`src/rtl/apb_uart_rx.sv`:
```
// APB slave UART receiver: 2-flop rx synchronizer, free-running 16x baud
// tick, 8N1 receive FSM, small RX FIFO and status/control registers.
//
// state | meaning
// IDLE  | waiting for a falling edge on synchronized rx (receiver enabled)
// START | counting to mid start bit to confirm it is a real start bit
// DATA  | sampling 8 data bits, LSB first, once per 16 ticks
// STOP  | sampling the stop bit, then push byte or flag framing error
module apb_uart_rx #(
    parameter int CLK_FREQ   = 100_000_000,
    parameter int BAUD_RATE  = 115200,
    parameter int FIFO_DEPTH = 4
) (
    input  logic        PCLK,
    input  logic        PRESET,
    input  logic [4:0]  PADDR,
    input  logic [31:0] PWDATA,
    input  logic        PWRITE,
    input  logic        PENABLE,
    input  logic        PSEL,
    output logic [31:0] PRDATA,
    output logic        PREADY,
    input  logic        rx
);

    localparam int DIV = CLK_FREQ / BAUD_RATE / 16;
    localparam int DW  = (DIV > 1) ? $clog2(DIV) : 1;
    localparam int AW  = $clog2(FIFO_DEPTH);
    localparam logic [DW-1:0] DIV_LAST = DW'(DIV - 1);

    typedef enum logic [1:0] {IDLE, START, DATA, STOP} rx_state_t;

    rx_state_t   state;
    logic        rx_meta, rx_s;
    logic [DW-1:0] baud_cnt;
    logic        tick;
    logic [3:0]  tick_cnt;
    logic [2:0]  bit_cnt;
    logic [7:0]  shift_reg;
    logic        push_pulse, ferr_pulse;

    logic [7:0]  fifo_mem [FIFO_DEPTH];
    logic [AW:0] wr_ptr, rd_ptr;
    logic        empty, full, push, pop, ovr_set;

    logic        rx_enable, overrun, frame_err;
    logic        apb_rd, apb_wr;
    logic [2:0]  reg_sel;
    logic        unused_bits;

    assign apb_rd  = PSEL & PENABLE & ~PWRITE;
    assign apb_wr  = PSEL & PENABLE & PWRITE;
    assign reg_sel = PADDR[4:2];
    assign PREADY  = PSEL & PENABLE;
    assign unused_bits = ^{PADDR[1:0], PWDATA[31:4], PWDATA[1]};

    // Two-flop synchronizer; idle-high line, so reset to 1 to avoid a fake start.
    always_ff @(posedge PCLK or posedge PRESET) begin
        if (PRESET) begin
            rx_meta <= 1'b1;
            rx_s    <= 1'b1;
        end else begin
            rx_meta <= rx;
            rx_s    <= rx_meta;
        end
    end

    // Free-running down-counter; tick fires on terminal count 0 every DIV cycles.
    always_ff @(posedge PCLK or posedge PRESET) begin
        if (PRESET)
            baud_cnt <= '0;
        else if (baud_cnt == '0)
            baud_cnt <= DIV_LAST;
        else
            baud_cnt <= baud_cnt - 1'b1;
    end

    assign tick = (baud_cnt == '0);

    // Receive FSM; emits one-cycle push/frame-error pulses after the stop sample.
    always_ff @(posedge PCLK or posedge PRESET) begin
        if (PRESET) begin
            state      <= IDLE;
            tick_cnt   <= '0;
            bit_cnt    <= '0;
            shift_reg  <= '0;
            push_pulse <= 1'b0;
            ferr_pulse <= 1'b0;
        end else begin
            push_pulse <= 1'b0;
            ferr_pulse <= 1'b0;
            if (!rx_enable) begin
                state    <= IDLE;
                tick_cnt <= '0;
                bit_cnt  <= '0;
            end else begin
                case (state)
                    IDLE: begin
                        if (!rx_s) begin
                            state    <= START;
                            tick_cnt <= '0;
                        end
                    end
                    START: begin
                        if (tick) begin
                            if (tick_cnt == 4'd7) begin
                                if (!rx_s) begin
                                    state    <= DATA;
                                    tick_cnt <= '0;
                                    bit_cnt  <= '0;
                                end else begin
                                    state <= IDLE;
                                end
                            end else begin
                                tick_cnt <= tick_cnt + 1'b1;
                            end
                        end
                    end
                    DATA: begin
                        if (tick) begin
                            if (tick_cnt == 4'd15) begin
                                shift_reg <= {rx_s, shift_reg[7:1]};
                                tick_cnt  <= '0;
                                if (bit_cnt == 3'd7)
                                    state <= STOP;
                                else
                                    bit_cnt <= bit_cnt + 1'b1;
                            end else begin
                                tick_cnt <= tick_cnt + 1'b1;
                            end
                        end
                    end
                    STOP: begin
                        if (tick) begin
                            if (tick_cnt == 4'd15) begin
                                if (rx_s)
                                    push_pulse <= 1'b1;
                                else
                                    ferr_pulse <= 1'b1;
                                state    <= IDLE;
                                tick_cnt <= '0;
                            end else begin
                                tick_cnt <= tick_cnt + 1'b1;
                            end
                        end
                    end
                    default: state <= IDLE;
                endcase
            end
        end
    end

    // A pop in the same cycle frees the slot, so a push into a full FIFO still lands.
    assign empty   = (wr_ptr == rd_ptr);
    assign full    = (wr_ptr[AW] != rd_ptr[AW]) && (wr_ptr[AW-1:0] == rd_ptr[AW-1:0]);
    assign pop     = apb_rd && (reg_sel == 3'd1) && !empty;
    assign push    = push_pulse && (!full || pop);
    assign ovr_set = push_pulse && full && !pop;

    // FIFO pointers carry one extra bit to tell full from empty.
    always_ff @(posedge PCLK or posedge PRESET) begin
        if (PRESET) begin
            wr_ptr <= '0;
            rd_ptr <= '0;
        end else begin
            if (push)
                wr_ptr <= wr_ptr + 1'b1;
            if (pop)
                rd_ptr <= rd_ptr + 1'b1;
        end
    end

    // FIFO storage; contents are don't-care until written, so no reset.
    always_ff @(posedge PCLK) begin
        if (push)
            fifo_mem[wr_ptr[AW-1:0]] <= shift_reg;
    end

    // Sticky flags (set wins over write-1-to-clear) and the enable bit.
    always_ff @(posedge PCLK or posedge PRESET) begin
        if (PRESET) begin
            overrun   <= 1'b0;
            frame_err <= 1'b0;
            rx_enable <= 1'b0;
        end else begin
            overrun   <= ovr_set
                       | (overrun & ~(apb_wr && (reg_sel == 3'd0) && PWDATA[2]));
            frame_err <= ferr_pulse
                       | (frame_err & ~(apb_wr && (reg_sel == 3'd0) && PWDATA[3]));
            if (apb_wr && (reg_sel == 3'd2))
                rx_enable <= PWDATA[0];
        end
    end

    // Read mux; zero outside a read access phase and for unmapped addresses.
    always_comb begin
        PRDATA = '0;
        if (apb_rd) begin
            case (reg_sel)
                3'd0: PRDATA = {28'd0, frame_err, overrun, full, empty};
                3'd1: if (!empty) PRDATA = {24'd0, fifo_mem[rd_ptr[AW-1:0]]};
                3'd2: PRDATA = {31'd0, rx_enable};
                default: PRDATA = '0;
            endcase
        end
    end

endmodule

```
`config.mk`:
```
export PLATFORM = sky130hd
export DESIGN_NAME = apb_uart_rx
export DESIGN_NICKNAME = d
export VERILOG_FILES = /design/src/rtl/apb_uart_rx.sv
export SDC_FILE = /design/constraint.sdc
export NUM_CORES = 1
export LEC_CHECK = 0
export CORE_MARGIN = 2
export CORE_UTILIZATION = 44
export CTS_CLUSTER_SIZE = 30
export DETAILED_ROUTE_END_ITERATION = 16
export PLACE_DENSITY = 0.69
export SYNTH_ARGS = -nofsm -noshare
export SYNTH_HDL_FRONTEND = slang
export SYNTH_SLANG_ARGS = --single-unit
```
`constraint.sdc`:
```
create_clock -name PCLK -period 3.5 [get_ports PCLK]
set_input_delay 0.7 -clock PCLK [delete_from_list [all_inputs] [get_ports PCLK]]
set_output_delay 0.7 -clock PCLK [all_outputs]
set_load 0.02 [all_outputs]
```
## Word-level counts from Yosys, hierarchy flattened

Memory sizes are Yosys's and may differ from the RTL's.
Cells that the tools add are included.

| word-level totals | value |
|---|---|
| register bits | 36 |
| RAM bits | 32 |
| bits of input ports | 43 |
| output and inout bits | 33 |
| word-level logic and storage cells | 117 |
| memories kept | 1 |

Memory list:

| memory | depth | width | read ports | clocked after memory_dff | write ports | RTL line | text |
|---|---|---|---|---|---|---|---|
| fifo_mem | 4 | 8 | 1 | 0 | 1 | 42 | `logic [7:0] fifo_mem [FIFO_DEPTH];` |

| operators by class | value |
|---|---|
| $add $sub $neg | 5 |
| equality and inequality tests | 23 |
| muxes and demuxes | 42 |
| bitwise logic cells | 10 |
| reductions and logical operators | 22 |

Operator list:

| operator | count |
|---|---|
| 3-bit != test (second input constant) | 11 |
| 4-bit two-way mux | 6 |
| 8-bit one-hot mux with 3 select lines | 1 |
| 3-bit two-way mux | 7 |
| 2-bit two-way mux | 10 |
| 8-bit two-way mux | 2 |
| 1-bit two-way mux | 12 |
| 4-bit one-hot mux with 3 select lines | 1 |
| 1-bit logical AND | 10 |
| 3-bit by 1-bit adder with 3-bit output (second input constant) | 3 |
| 2-bit one-hot mux with 4 select lines | 1 |
| 8-bit AND reduction | 1 |
| 7-bit AND reduction | 1 |
| 6-bit zero test | 1 |
| 6-bit two-way mux | 1 |
| 3-bit one-hot mux with 2 select lines | 1 |
| 6-bit by 1-bit subtractor with 6-bit output (second input constant) | 1 |
| 1-bit bitwise AND | 5 |
| 4-bit by 1-bit adder with 4-bit output (second input constant) | 1 |
| 2-bit equality test (second input constant) | 2 |
| 4-bit by 3-bit equality test with 1-bit output (second input constant) | 1 |
| 4-bit equality test (second input constant) | 1 |
| 4-bit AND reduction | 1 |
| 3-bit by 1-bit equality test with 1-bit output (second input constant) | 1 |
| other kinds (15) | 20 |

## Longest topological paths before layout

Gate-level depths: netlist (run 1).

| logic depth | value |
|---|---|
| depth in word-level cells | 8 |
| depth in mapped cells | 7 |
| depth with buffers taken out | 6 |

## Worst setup path before layout (run 1)

Ideal clock, no wire load.

| path | value |
|---|---|
| kind | in2out |
| start point | input port PWRITE |
| end point | output port PRDATA[0] |
| arrival | 1677 ps |
| data required time | 2800 ps |
| setup slack | 1123 ps |
| stages on the path | 4 |
| path buffers | 0 |
| cell sequence | nand4bb_4 nor3_1 inv_1 o221ai_1 |

| on the way | value |
|---|---|
| longest elaborated chain between the ends | 3 |

Ends and longest elaborated chain:

| item | RTL line | text |
|---|---|---|
| start: declaration | 18 | `input logic PWRITE,` |
| 1-bit inverter | 51 | `assign apb_rd = PSEL & PENABLE & ~PWRITE;` |
| 1-bit bitwise AND | 51 |  |
| 8-bit two-way mux | 198 | `if (apb_rd) begin` |
| end: declaration | 21 | `output logic [31:0] PRDATA,` |

Every way passes these cells.

## Final worst setup path (run 1)

| path | value |
|---|---|
| start point | input port PWRITE |
| end point | output port PRDATA[7] |

The elaborated chain is that of the path after synthesis.

==> results.py, run 1 <==
metrics = {
    "synth": {
        "yosys.area_share.xor_xnor_pct": 2.55,
        "synth_cell_type_count": 57,
        "ys_warn_count": 0,
        "synthMuxAreaShare_pct": 9.72,
        "yosys.area_share.simple_pct": 14.3,
        "async_flop_share_pct": 52.9,
        "syn_area_per_cell_um2": 12.6,
        "synth_edf_count": 32,
        "yosysSeqAreaShare_pct": 54.2,
        "synth_area_mm2": 0.00344,
        "ys.flop_type": "dfrtp_1",
        "synth_top_family_by_area": "simple AND/OR/NAND/NOR gates",
        "synth_fa_ha_area_share_pct": 3.64,
        "synth-compound-area-share_pct": 7.46,
        "synth_cells": 273,
        "synth_seq_cells": 68,
    },
    "pwr": {
        "p_leak_nw": 1.60,
        "cellPowerDensity_mw_per_mm2": 485,
        "intPower_mw": 1.43,
        "combPwrFrac_pct": 12.7,
        "seqPwrFrac_pct": 46.0,
        "switching_share_pct": 24.6,
        "pwr-share-clk_pct": 41.3,
        "p_switching_mw": 0.467,
        "vdd_drop_max_v": 0.000229,
    },
    "clock_tree": {
        "htree_num_levels": 3,
        "cts_buffers": 9,
        "clock-root-buffer": "clkbuf_8",
        "ctsHoldBuffers": 0,
        "clk_pin_slew_ns": 0.07,
        "worstSkewPairLatency_ns": 0.34,
        "cts_sinks": 68,
        "clock_path_buffers": 2,
        "postCtsSetupBuffers": 0,
        "ctsResizeCount": 0,
        "cts_tree": "built",
    },
    "setup_path": {
        "reg2reg_to": "shift_reg[2]",
        "r2r_slack_ns": 1.14,
        "worst_setup_path_end_kind": "output pin",
        "critPathArrivalTime_ns": 2.62,
        "crit_type": "in -> out",
        "reg2reg_from": "baud_cnt[2]",
        "startpoint_type": "primary input",
        "reg2regPathDepth": 4,
        "cp_max_fo": 10,
        "required_ns": 2.80,
    },
    "die": {
        "die_area_mm2": 0.00854,
        "rows": 32,
        "die_w_um": 92.4,
        "start_util_pct": 45.0,
        "core_mm2": 0.00765,
        "die_h_um": 92.4,
        "io_pins": 76,
    },
    "route": {
        "drtIter0Drc": 148,
        "wl_per_cell_um": 14.9,
        "ant_nets": 0,
        "drc": 0,
        "dr_total_vias": 2117,
        "drt_wl_total_um": 6050,
        "drt_first_pass_iters": 4,
        "drt-vias-per-instance": 5.21,
    },
    "finish": {
        "largest_reg_flops": 32,
        "finish.utilization_pct": 51.2,
        "syn2layout_area_growth_pct": 13.9,
        "drive_gt1_share_pct": 19.1,
        "diodes": 0,
        "layout.nets": 352,
    },
    "run_status": {
        "outcome": "completed",
    },
    "worst_hold_path": {
        "hold_class": "reg -> reg",
        "holdPathStages": 0,
        "min_from": "rx_meta",
        "hold_path_end": "rx_s",
    },
    "sta": {
        "period_share_pct": 95.0,
        "slew_violations": 0,
        "fin_tns_setup_ns": 0,
        "tightest_slew_ns": 0.702,
        "clock_skew_ns": 0.00999,
        "final.min_clock_period_ns": 3.32,
        "fmax_mhz": 301,
        "setup_violations": 0,
        "rsz0062_at_grt": "no",
        "slew_headroom_pct": 52.9,
        "hold_viol_final": 0,
        "whs_ns": 0.359,
    },
    "run": {
        "maxCapViolations": 0,
    },
    "grt": {
        "antenna_found_initial": 0,
        "grt_first_pass_wirelength_um": 10100,
        "grt_pass1_vias": 2060,
        "grt_usage_pct": 15.3,
        "grt_max_degree": 24,
        "grt-ovfl-total": 0,
    },
    "placed_design": {
        "port_buffers": 20,
        "place.gp.congestion": 0.782,
        "place_hpwl_um": 4090,
    },
}
-- logic make-up after synthesis --
group / count (synthesis)
compound gates: 36
flops: 68
fa+ha+maj: 10
other cells: 1
buf+inv: 44
xor+xnor: 10
simple gates: 82
mux: 22
-- stage by stage --
| stage | setup WS [ns] | instances | power (mW) | cell area (µm²) |
|---|---|---|---|---|
| CTS | 0.181 | 406 | 1.92 | 3920 |
| finish | 0.176 | 406 | 1.90 | 3920 |
| detailed placement | 0.193 | 390 | 1.13 | 3670 |
| global route | 0.0572 | 406 | 1.97 | 3920 |
| global placement | 0.210 | 390 | 1.13 | 3670 |
| floorplan | 1.12 | 296 | 1.09 | 3520 |
-- power by group through the flow --
stage | registers (mW) | clock network [mW] | logic, mW
global placement | 0.889 | 0 | 0.239
CTS | 0.873 | 0.799 | 0.246
global route | 0.877 | 0.832 | 0.266
floorplan | 0.872 | 0 | 0.222
finish | 0.873 | 0.785 | 0.241
detailed placement | 0.890 | 0 | 0.245
-- worst max path at each step --
stage | start | end | slack, ns | cells after the start
after detailed placement | PWRITE | PRDATA[0] | 0.19 | 7
after CTS | PWRITE | PRDATA[0] | 0.18 | 7
final | PWRITE | PRDATA[7] | 0.18 | 6
after global routing | PADDR[4] | PRDATA[0] | 0.06 | 7
after floorplan | PWRITE | PRDATA[0] | 1.12 | 4
after global placement | PSEL | PRDATA[0] | 0.21 | 7
-- cell usage in the layout, fill, tap and decap left out, types with 2 or more instances in the layout --
cell type and n:
dfrtp_1 34, edfxtp_1 32, conb_1 24, nand2_1 20, clkdlybuf4s50_1 20, nand3_1 14
mux2_2 10, ha_1 10, clkbuf_8 9, inv_1 8, o21ai_0 8, mux4_2 8
buf_4 8, xnor2_1 7, a21oi_1 7, nor2_1 6, and2_1 6, and3_1 6
nand3b_1 5, nor3_1 5, mux2i_1 3, xor2_1 3, nand4_1 3, bufinv_16 3
nor2b_1 2, nor3_2 2, nand2_2 2, a21boi_0 2, a211oi_1 2, o21a_1 2
a31oi_1 2, clkinv_4 2, dfstp_2 2
-- layer usage --
layer	wire length, µm	global-route usage [%]
met4	74	5.97
met5	0	0
met2	2950	23.8
met1	2750	20.5
met3	275	4.23
-- cells in the mapped netlist (3+ instances only) --
cell type,count,area (µm²)
dfrtp_1,34,851
edfxtp_1,32,961
buf_4,26,195
nand2_1,20,75.1
nand3_1,14,70.1
ha_1,10,125
mux2_2,10,113
inv_1,8,30.0
mux4_2,8,180
o21ai_0,8,40.0
a21oi_1,7,35.0
xnor2_1,7,61.3
and2_1,6,37.5
and3_1,6,37.5
nor2_1,6,22.5
clkbuf_1,5,18.8
nand3b_1,5,37.5
nor3_1,5,25.0
buf_2,4,20.0
mux2i_1,3,30.0
nand4_1,3,18.8
xor2_1,3,26.3
-- worst max-delay path, cell delays in order --
cell,delay (ns)
clkdlybuf4s50_1,0.44
nand4bb_4,0.26
nor3b_2,0.19
buf_4,0.20
and3_1,0.21
clkdlybuf4s50_1,0.62
-- final cells by class --
type                            instances  area (µm²)
Fill cell                             653        3730
Sequential cell                        68        1860
Multi-Input combinational cell        184        1390
Timing Repair Buffer                   28         260
Tap cell                              102         128
Clock buffer                            9         124
Clock inverter                          7         124
Inverter                                8        30.0
(Power assumes the default switching activity.)
==> inputs of run 2 (changes only) <==
--- a/config.mk
+++ b/config.mk
@@ -6,10 +6,11 @@
 export NUM_CORES = 1
 export LEC_CHECK = 0
 export CORE_MARGIN = 2
-export CORE_UTILIZATION = 44
+export CORE_UTILIZATION = 55
 export CTS_CLUSTER_SIZE = 30
 export DETAILED_ROUTE_END_ITERATION = 16
-export PLACE_DENSITY = 0.69
+export HOLD_SLACK_MARGIN = 0.02
+export PLACE_DENSITY = 0.84
 export SYNTH_ARGS = -nofsm -noshare
 export SYNTH_HDL_FRONTEND = slang
 export SYNTH_SLANG_ARGS = --single-unit
==> run 2 against run 1 <==
First-iteration DRC count rose by 39%. Clock power decreased by 24%. Power is 9.9% lower. Maximum frequency down 0.82%. Clock-buffer cell count grew 2. Critical endpoint is now PRDATA[6]. Largest cell class unchanged. Highest routed layer unchanged.
==> results.py, run 2 (synthesis results as in run 1) <==
metrics = {
    "finish": {
        "diodes": 0,
        "drive_gt1_share_pct": 17.8,
        "layout.nets": 351,
        "final_cell_mix": "dfrtp_1 (34), edfxtp_1 (32), conb_1 (24), nand2_1 (20), clkdlybuf4s50_1 (20)",
        "syn2layout_area_growth_pct": 10.8,
        "largest_reg_flops": 32,
        "final_common_cell": "dfrtp_1",
    },
    "clock_tree": {
        "clk_pin_slew_ns": 0.07,
        "cts_tree": "built",
        "ctsResizeCount": 0,
        "worstSkewPairLatency_ns": 0.33,
        "cts_buffers": 9,
        "htree_num_levels": 3,
        "postCtsSetupBuffers": 0,
        "clock_path_buffers": 2,
        "clock-root-buffer": "clkbuf_8",
        "ctsHoldBuffers": 0,
        "cts_sinks": 68,
    },
    "setup_path": {
        "critPathArrivalTime_ns": 2.65,
        "cpMostUsedCell": "clkdlybuf4s50_1",
        "reg2regPathDepth": 4,
        "path_cells": "clkdlybuf4s50_1 -> nand4bb_4 -> nor3b_2 -> buf_4 -> and3_1 -> clkdlybuf4s50_1",
        "path_delay_family": "buffers and inverters",
        "cpMaxStageDelayCell": "clkdlybuf4s50_1",
        "cp_max_fo": 9,
        "crit_type": "in -> out",
        "crit_start": "PSEL",
        "worst_setup_path_end_kind": "output pin",
        "startpoint_type": "primary input",
        "cp_num_buf_inv": 3,
        "critPathMaxStageDelay_ns": 0.62,
        "reg2reg_from": "baud_cnt[2]",
        "required_ns": 2.80,
        "reg2reg_to": "shift_reg[2]",
        "r2r_slack_ns": 1.14,
    },
    "route": {
        "dr_total_vias": 2133,
        "drc": 0,
        "drtIter0Drc": 205,
        "wl_met3_um": 298,
        "drt_first_pass_iters": 4,
        "wl_met2_um": 2890,
        "drt_wl_total_um": 5910,
        "top_layer": "met4",
        "m1WireLength_um": 2630,
        "wl_per_cell_um": 15.6,
        "ant_nets": 0,
        "drt-vias-per-instance": 5.64,
    },
    "grt": {
        "grt_first_pass_wirelength_um": 10100,
        "antenna_found_initial": 0,
        "grt_max_degree": 37,
        "grt_pass1_vias": 2044,
        "grt-ovfl-total": 0,
        "grt_usage_pct": 18.6,
    },
    "die": {
        "start_util_pct": 57.4,
        "die_h_um": 83.1,
        "die_area_mm2": 0.00690,
        "rows": 28,
        "die_w_um": 83.1,
        "io_pins": 76,
        "core_mm2": 0.00599,
    },
    "placed_design": {
        "port_buffers": 20,
        "place.gp.congestion": 0.814,
        "place_hpwl_um": 4130,
    },
    "sta": {
        "setup_violations": 0,
        "tightest_slew_ns": 0.745,
        "period_share_pct": 95.8,
        "clock_skew_ns": 0.00895,
        "fin_tns_setup_ns": 0,
        "hold_viol_final": 0,
        "whs_ns": 0.357,
        "slew_headroom_pct": 50.1,
        "final.min_clock_period_ns": 3.35,
        "rsz0062_at_grt": "no",
        "slew_violations": 0,
        "fmax_mhz": 298,
    },
    "pwr": {
        "cellPowerDensity_mw_per_mm2": 449,
        "power_mw": 1.71,
        "p_switching_mw": 0.427,
        "switching_share_pct": 25.0,
        "seqPwrFrac_pct": 52.5,
        "p_leak_nw": 1.57,
        "vdd_drop_max_v": 0.000304,
        "pwr-share-clk_pct": 34.9,
        "intPower_mw": 1.28,
        "combPwrFrac_pct": 12.6,
    },
    "worst_hold_path": {
        "holdPathStages": 0,
        "min_from": "rx_meta",
        "hold_class": "reg -> reg",
        "hold_path_end": "rx_s",
    },
    "run_status": {
        "outcome": "completed",
    },
    "run": {
        "maxCapViolations": 0,
    },
}
==> run 2: how the worst max path moves through the flow <==
stage / endpoint / slack, ns / cells after the start
after floorplan: PRDATA[0] / 1.12 / 4
after global placement: PRDATA[3] / 0.19 / 7
after detailed placement: PRDATA[6] / 0.15 / 6
after CTS: PRDATA[6] / 0.14 / 6
after global routing: PRDATA[2] / 0.02 / 7
final: PRDATA[6] / 0.15 / 6
==> run 2: layout make-up <==
cell class                 instances  area, µm²
fill                             436       2180
timing repair buffer              27        253
clock inverter                     5       52.6
clock buffer                      11        131
sequential                        68       1860
tap                               75       93.8
inverter                           8       30.0
multi-input combinational        184       1390
==> run 2: power groups by stage <==
stage	sequential (mW)	clock, mW	combinational (mW)
6_report	0.898	0.597	0.216
5_1_grt	0.904	0.642	0.236
4_1_cts	0.898	0.610	0.218
3_5_place_dp	0.915	0	0.217
3_3_place_gp	0.913	0	0.212
2_1_floorplan	0.872	0	0.222
==> run 2: per-layer routing <==
metal,track usage (%),up-vias
met2,29.7,71
met1,24.6,1057
met3,5.07,9
met5,0,-
li1,-,996
met4,6.71,0
==> run 2: per-stage QoR <==
| step | utilization (%) | area (µm²) | std cells | setup WS, ns |
|---|---|---|---|---|
| floorplan | - | 3520 | 296 | 1.12 |
| global placement | 60.5 | 3630 | 362 | 0.194 |
| detailed placement | 60.5 | 3630 | 362 | 0.150 |
| CTS | 63.6 | 3810 | 378 | 0.138 |
| global route | 63.6 | 3810 | 378 | 0.0153 |
| finish | 63.6 | 3810 | 378 | 0.148 |
==> run 2: worst reg2reg max path, cell delays in order (launching register included) <==
cell,delay (ns)
dfrtp_1,0.43
nor3_2,0.65
nand2_2,0.31
nor3_4,0.47
mux2_2,0.39
==> RTL change: new RTL, config.mk and constraints of run 1 <==
Compare `tick_cnt` against `4'd7` with >= in place of ==.
--- a/src/rtl/apb_uart_rx.sv
+++ b/src/rtl/apb_uart_rx.sv
@@ -105,3 +105,3 @@
                         if (tick) begin
-                            if (tick_cnt == 4'd7) begin
+                            if (tick_cnt >= 4'd7) begin
                                 if (!rx_s) begin
Check against the original RTL: no difference found for any inputs over 10 cycles, from zero or initial values and one cycle with PRESET high; that may be too few to reach the edited logic, so the function may still have changed.
==> RTL change against run 1 <==
  * Design area down 3.7%
  * First-iteration DRC count up 36%
  * Combinational power down 6%
  * Sequential cell count unchanged
  * Via count down 8.2%
  * Routed wire length down 7.5%
  * Worst hold slack better by 0.0017 ns
  * Setup slack better by 0.054 ns
  * Total power down 8.4%
  * Critical endpoint is now PRDATA[1]
  * Sequential share of layout area up 1.8 points
  * Global-route usage down 0.36 points
  * Clock skew down 0.0022 ns
  * Area after synthesis down 2.3%
==> RTL change: results (changes against run 1) <==
| Metric | Value |
|---|---|
| M1 WL | 2570 um (-6.5%) |
| Via-to-Cell Ratio | 5.05 (-3.2%) |
| Leakage Power | 1.60 nW (-0.35%) |
| Syn Inst Count | 255 (-6.6%) |
| GPL Wtd Cong | 0.806 (+3.0%) |
| Place WS | 0.243 ns (+0.0502 ns) |
| Met1 usage | 0.200 (-0.00529) |
| Post-DP Area | 3570 um2 (-2.7%) |
| Nonclk buf count | 27 (-3.6%) |
| Detail Route met3 WL | 274 um (-0.36%) |
| Worst-path fanout max | 3 (-7) |
| Final WL | 5600 um (-7.5%) |
| Worst Reg-to-Reg Cells | 6 (+2) |
| Total power | 1.74 mW (-8.4%) |
| Post-Syn Area per Cell | 13.2 um2 (+4.6%) |
| Reg2reg setup slack | 1.26 ns (+0.12 ns) |
| VDD IR-drop max | 0.000198 V (-13%) |
| Tot GR Track Use | 0.150 (-0.00358) |
| Global-route wire length before repair | 9690 um (-3.9%) |
| Synth unique cells | 58 (+1.8%) |
| Met2 wire len | 2610 um (-12%) |
| RR Endpoint | shift_reg[3] |
| Logic gate share of total power | 0.130 (+0.003) |
| Vias in the first global route | 1,990 (-3.4%) |
| Slew margin rel. | 0.623 (+0.0939) |
| Met3 Track Usage GR | 0.0315 (-0.0108) |
| Largest net degree at the start of global routing | 37 (+54%) |
| Nets | 334 (-5.1%) |
| P_clk | 0.639 mW (-19%) |
| Hpwl dp | 3730 um (-8.7%) |
| Critical R2R Launch | baud_cnt[0] |
| Status | complete, no violations |
| Clk cell area share | 0.0531 (-0.0102) |
| Total placed cells including tap cells | 369 (-5.4%) |
| Seq area share | 0.495 (+0.0183) |
[RTL change: cell count changes after synthesis, moves of 3 or more]
| cell | run 1 | this run |
|---|---|---|
| buf_6 | 1 | 4 |
| mux2_2 | 10 | 4 |
| mux2_4 | 0 | 8 |
| nand3b_1 | 5 | 1 |
| nor2_1 | 6 | 11 |
| o21ai_0 | 8 | 2 |
| nand3_1 | 14 | 7 |
| buf_2 | 4 | 0 |
| a21oi_1 | 7 | 10 |
| nand2_1 | 20 | 15 |
[RTL change: how the worst max path moves through the flow]
stage                          from         to  slack (ns)  cells after the start
after global routing         PWRITE  PRDATA[1]        0.11                      5
after CTS                    PWRITE  PRDATA[1]        0.22                      5
after detailed placement     PWRITE  PRDATA[1]        0.24                      5
after floorplan           rd_ptr[1]  PRDATA[0]        0.98                      6
after global placement       PWRITE  PRDATA[1]        0.22                      5
final                        PWRITE  PRDATA[1]        0.23                      5
[RTL change: kinds of logic (layout without fill, tap and decap cells)]
family	count (synthesis)	after routing	share of synthesized area
other cells	1	24	0.00112
xor+xnor	10	10	0.0261
buf+inv	43	51	0.0838
mux	22	22	0.109
flops	68	68	0.555
simple gates	67	67	0.114
fa+ha+maj	10	10	0.0373
compound gates	34	34	0.0734
[RTL change: critical path, cell delays in order]
cell and delay [ns]:
clkdlybuf4s50_1 0.45, nand4bb_1 0.26, or2_2 0.33, nor3b_1 0.20, clkdlybuf4s50_1 0.63
[RTL change: per-stage QoR]
| step | hold slack, ns | util |
|---|---|---|
| 5_1_grt | 0.364 | 0.514 |
| 2_1_floorplan | 0.345 | - |
| 3_3_place_gp | 0.346 | 0.487 |
| 3_5_place_dp | 0.351 | 0.487 |
| 6_report | 0.360 | 0.514 |
| 4_1_cts | 0.361 | 0.514 |
